## src/rtl/cbus_rr_arbiter.sv

```systemverilog
// N-port round-robin arbiter merging cbus masters onto one cbus slave.
// Ownership is held for a whole burst; each grant costs one idle arbitration cycle.
module cbus_rr_arbiter #(
  parameter int unsigned NUM_PORTS = 2,
  parameter int unsigned ADDR_W    = 64,
  parameter int unsigned DATA_W    = 64,
  parameter int unsigned LEN_W     = 4,
  localparam int unsigned STRB_W   = DATA_W / 8,
  localparam int unsigned ID_W     = (NUM_PORTS > 1) ? $clog2(NUM_PORTS) : 1
) (
  input  logic                          clk,
  input  logic                          reset,
  input  logic [NUM_PORTS-1:0]          ireq_valid,
  input  logic [NUM_PORTS-1:0]          ireq_is_write,
  input  logic [NUM_PORTS*3-1:0]        ireq_size,
  input  logic [NUM_PORTS*ADDR_W-1:0]   ireq_addr,
  input  logic [NUM_PORTS*STRB_W-1:0]   ireq_strobe,
  input  logic [NUM_PORTS*DATA_W-1:0]   ireq_data,
  input  logic [NUM_PORTS*LEN_W-1:0]    ireq_len,
  output logic [NUM_PORTS-1:0]          iresp_ready,
  output logic [NUM_PORTS-1:0]          iresp_last,
  output logic [NUM_PORTS*DATA_W-1:0]   iresp_data,
  output logic                          oreq_valid,
  output logic                          oreq_is_write,
  output logic [2:0]                    oreq_size,
  output logic [ADDR_W-1:0]             oreq_addr,
  output logic [STRB_W-1:0]             oreq_strobe,
  output logic [DATA_W-1:0]             oreq_data,
  output logic [LEN_W-1:0]              oreq_len,
  input  logic                          oresp_ready,
  input  logic                          oresp_last,
  input  logic [DATA_W-1:0]             oresp_data,
  output logic [ID_W-1:0]               grant_id,
  output logic                          busy
);

  typedef enum logic {StIdle, StBusy} state_e;

  state_e            r_state;
  logic [ID_W-1:0]   r_owner;
  logic [ID_W-1:0]   r_ptr;

  logic [2*NUM_PORTS-1:0] w_rot;
  logic                   w_found;
  logic [ID_W-1:0]        w_pick;
  logic [ID_W-1:0]        w_next_ptr;
  logic                   w_busy;
  logic                   w_valid;
  logic                   w_is_write;
  logic [2:0]             w_size;
  logic [ADDR_W-1:0]      w_addr;
  logic [STRB_W-1:0]      w_strobe;
  logic [DATA_W-1:0]      w_data;
  logic [LEN_W-1:0]       w_len;

  // Rotating the doubled request vector puts rr_ptr at bit 0, so the first set bit wins.
  assign w_rot = {ireq_valid, ireq_valid} >> r_ptr;

  always_comb begin
    int unsigned sum;
    w_found = 1'b0;
    w_pick  = '0;
    sum     = 0;
    for (int unsigned i = 0; i < NUM_PORTS; i++) begin
      if (!w_found && w_rot[i]) begin
        w_found = 1'b1;
        sum     = 32'(r_ptr) + i;
        if (sum >= NUM_PORTS) begin
          sum = sum - NUM_PORTS;
        end
        w_pick = ID_W'(sum);
      end
    end
  end

  assign w_next_ptr = (r_owner == ID_W'(NUM_PORTS - 1)) ? '0 : r_owner + ID_W'(1);
  assign w_busy     = (r_state == StBusy);

  always_comb begin
    w_valid    = 1'b0;
    w_is_write = 1'b0;
    w_size     = '0;
    w_addr     = '0;
    w_strobe   = '0;
    w_data     = '0;
    w_len      = '0;
    for (int unsigned i = 0; i < NUM_PORTS; i++) begin
      if (r_owner == ID_W'(i)) begin
        w_valid    = ireq_valid[i];
        w_is_write = ireq_is_write[i];
        w_size     = ireq_size[i*3 +: 3];
        w_addr     = ireq_addr[i*ADDR_W +: ADDR_W];
        w_strobe   = ireq_strobe[i*STRB_W +: STRB_W];
        w_data     = ireq_data[i*DATA_W +: DATA_W];
        w_len      = ireq_len[i*LEN_W +: LEN_W];
      end
    end
  end

  always_ff @(posedge clk or negedge reset) begin
    if (!reset) begin
      r_state <= StIdle;
      r_owner <= '0;
      r_ptr   <= '0;
    end else begin
      case (r_state)
        StIdle: begin
          if (w_found) begin
            r_owner <= w_pick;
            r_state <= StBusy;
          end
        end
        StBusy: begin
          if (oresp_ready && oresp_last) begin
            r_state <= StIdle;
            r_ptr   <= w_next_ptr;
          end
        end
        default: r_state <= StIdle;
      endcase
    end
  end

  assign oreq_valid    = w_busy & w_valid;
  assign oreq_is_write = w_is_write;
  assign oreq_size     = w_size;
  assign oreq_addr     = w_addr;
  assign oreq_strobe   = w_strobe;
  assign oreq_data     = w_data;
  assign oreq_len      = w_len;

  always_comb begin
    iresp_ready = '0;
    iresp_last  = '0;
    for (int unsigned i = 0; i < NUM_PORTS; i++) begin
      if (w_busy && (r_owner == ID_W'(i))) begin
        iresp_ready[i] = oresp_ready;
        iresp_last[i]  = oresp_last;
      end
    end
  end

  assign iresp_data = {NUM_PORTS{oresp_data}};
  assign grant_id   = r_owner;
  assign busy       = w_busy;

endmodule
```

## config.mk

```make
export PLATFORM = sky130hd
export DESIGN_NAME = cbus_rr_arbiter
export DESIGN_NICKNAME = d
export VERILOG_FILES = /design/src/rtl/cbus_rr_arbiter.sv
export SDC_FILE = /design/constraint.sdc
export NUM_CORES = 1
export LEC_CHECK = 0
export CAP_MARGIN = 20
export CORE_AREA = 2 2 248 250
export CTS_CLUSTER_SIZE = 20
export DETAILED_ROUTE_END_ITERATION = 8
export DIE_AREA = 0 0 250 252
export RECOVER_POWER = 100
export SLEW_MARGIN = 20
export SYNTH_ARGS = -nofsm -noshare
export SYNTH_HDL_FRONTEND = slang
export SYNTH_SLANG_ARGS = --single-unit
export TNS_END_PERCENT = 50
```

## constraint.sdc

```tcl
create_clock -name clk -period 2.5 [get_ports clk]
set_input_delay 0.5 -clock clk [delete_from_list [all_inputs] [get_ports clk]]
set_output_delay 0.5 -clock clk [all_outputs]
set_load 0.01 [all_outputs]
```

==> results_dict.tcl <==
set metrics [dict create \
    outcome "complete, no violations" \
    synth_edf_count 0 \
    rsz0062_at_grt "false" \
    slew_viol_final 0 \
    cp-start-kind "flop" \
    cp_slowest_stage_delay_ns 0.60 \
    clk_pin_slew_ns 0.03 \
    route.vias.total 3611 \
    fin_tns_setup_ns 0 \
    min_period_ns 2.465 \
    cts.sinks 3 \
    worst_pin_slew_ns 0.4132 \
    grt_max_degree 40 \
    fin_area_sq_um 7656 \
    synth_xor_area_frac 0 \
    leakagePower_nw 2.778 \
    arrival_ns 1.96 \
    place.gp.congestion 0.7607 \
    cp_top_family "buffers and inverters" \
    yosysMostFrequentCell "buf_4" \
    netlist_instances 308 \
    die_h_microns 252 \
    clock_path_buffers 2 \
    crit_required_ns 2.00 \
    ys_top_cells_by_area "mux2_4 (39%), buf_4 (30%), mux2_2 (21%)" \
    netlist.area_leader.share 0.3913 \
    cp_num_buf_inv 3 \
    synth-simple-area-share 0.01708 \
    via_per_inst 2.565 \
    cts_buffers 3 \
    synth_fp_nets 666 \
    yosysTopAreaCell "mux2_4" \
    grt_pass1_wl_microns 26010 \
    grtUsageTotal 0.05541 \
    dieWidth_microns 250 \
    fin_skew_ns 0.0003636 \
    grt-ovfl-total 0 \
    hold_viol 0 \
    syn_area_per_cell_sq_um 10.46 \
    clk_latency_ns 0.23 \
    dpl_worst_slack_ns 0.03139 \
    area_growth_pct 137.5 \
    cts_root_buf "clkbuf_16" \
    ys_seq_area_frac 0.02329 \
    final_antenna_net_count 0 \
    cts_tree "done" \
    hold-worst-slack_ns 0.5222 \
    cts.hold.buffers_added 0 \
    syn-cell-area_sq_um 3223 \
    crit_slowest_cell "dlygate4sd3_1" \
    synthArstFlopShare 1.000 \
    ys.flop_type "dfrtp_1" \
    port_buffers 444 \
    nets 983 \
    synth_top_family_by_area "multiplexers" \
    synth_common_cells "buf_4 (128), mux2_4 (84), mux2_2 (60)" \
    drt_iter0_markers 77 \
    drc 0 \
    wl_per_cell_microns 13.89 \
    drt-total-wl_microns 19560 \
    die_area_sq_um 63000 \
    peakVddDrop_mv 0.3047 \
    worst_slack_ns 0.03537 \
    synth_warnings 0 \
    rows 90 \
    antenna_found_initial 3 \
    coreArea_sq_um 60130 \
    drive_above_1_share 0.2067 \
    start_util 0.05360 \
    power_density_nw_per_um2 447.6 \
    grt_pass1_vias 3985 \
    ys_types 15 \
    yosys-mux-area-fraction 0.6071 \
    dp_hpwl_microns 16990 \
    slew_headroom 0.7257 \
    synth_fa_ha_area_frac 0 \
    hp-class "reg2reg" \
    cp_cell_sequence "buf_12 -> buf_4 -> mux2_4 -> dlygate4sd3_1" \
    max_freq_mhz 405.7 \
    fin_crit_sh 0.9859 \
    maxCapViolCount 0 \
    h-tree-depth 1 \
    pin_count 637 \
    cp_max_fo 8 \
    synth_seq_cells 3 \
    p_total_w 0.003427 \
    end_kind "output pin" \
    placed_area_sq_um 7675 \
    worst-setup-path-type "reg2out" \
    dr.pass1.iters 4 \
    setup_viol 0 \
    synth_compound_area_frac 0.005435 \
]
==> timing repair <==
item	4_1_cts	5_1_grt
resized for setup	3	6
setup buffers	2	0
setup endpoints to repair	120	11
==> cells by family after synthesis <==
kind of cell           after synthesis
AOI/OAI and AO/OA                    2
muxes                              146
and+or+nand+nor                     11
DFF                                  3
buffers and inverters              146
==> metrics by stage <==
step                      utilization  std cells
after floorplan                     -        308
after detailed placement       0.1276       1400
after global placement         0.1276       1400
after CTS                      0.1296       1406
final                          0.1273       1408
after global routing           0.1273       1408
==> cell usage in the layout, fill, tap and decap left out <==
cell and instances:
dfrtp_1 2, nand3_1 1, nor2_1 2, buf_4 8, diode_2 2, clkdlybuf4s50_1 418, dlygate4sd2_1 1, clkbuf_16 3
clkbuf_1 3, mux2_4 51, dlygate4sd3_1 18, a2bb2oi_1 1, buf_16 1, clkdlybuf4s25_1 1, nand2_1 3, inv_1 1
mux2_2 59, buf_12 4, mux2_1 34, mux2i_1 2, dlymetal6s2s_1 2, o31a_1 1, dfrtp_4 1, buf_6 2
and3_1 2, nor2b_1 3
==> worst paths after layout <==
path                               start       endpoint  slack, ns  cells after the start
worst max-delay path            grant_id  oreq_addr[30]       0.04                      4
worst min-delay path               r_ptr          r_ptr       0.52                      2
worst max register to register  grant_id       grant_id       1.32                      3
worst min register to register     r_ptr          r_ptr       0.52                      2
max in group asynchronous          reset       grant_id       1.79                      1
min in group asynchronous          reset       grant_id       0.54                      1
==> worst min-delay path: stages (launching register included) <==
cell     delay [ns]
dfrtp_1        0.37
inv_1          0.05
mux2i_1        0.06
==> metal layers <==
metal	routed length [microns]	vias to the layer above	global-route usage
met2	9553	443	0.1013
li1	-	1568	-
met5	10	-	0
met1	6673	1588	0.05491
met3	3182	10	0.03260
met4	141	2	0.008212
==> layout make-up <==
type | instances | area [sq um]
diodes | 2 | 5.005
repair buffers | 457 | 4606
well taps | 782 | 978.4
inverters | 1 | 3.754
fillers | 6878 | 52480
flip-flops and latches | 3 | 78.83
clock buffers | 4 | 78.83
multi-input cells | 159 | 1906
==> flip-flops by register name, summed over array words and instances, names as in the netlist <==
| register | cells |
|---|---|
| busy | 1 |
| grant_id | 1 |
| r_ptr | 1 |
==> report_power, final <==
group	switching [W]	internal, W	total (W)
sequential	0.0000126	0.0000653	0.0000779
clock	0.0000470	0.000211	0.000258
combinational	0.00115	0.00194	0.00309
total	0.00121	0.00222	0.00343
Note: power is estimated with default switching activity, not from simulation.
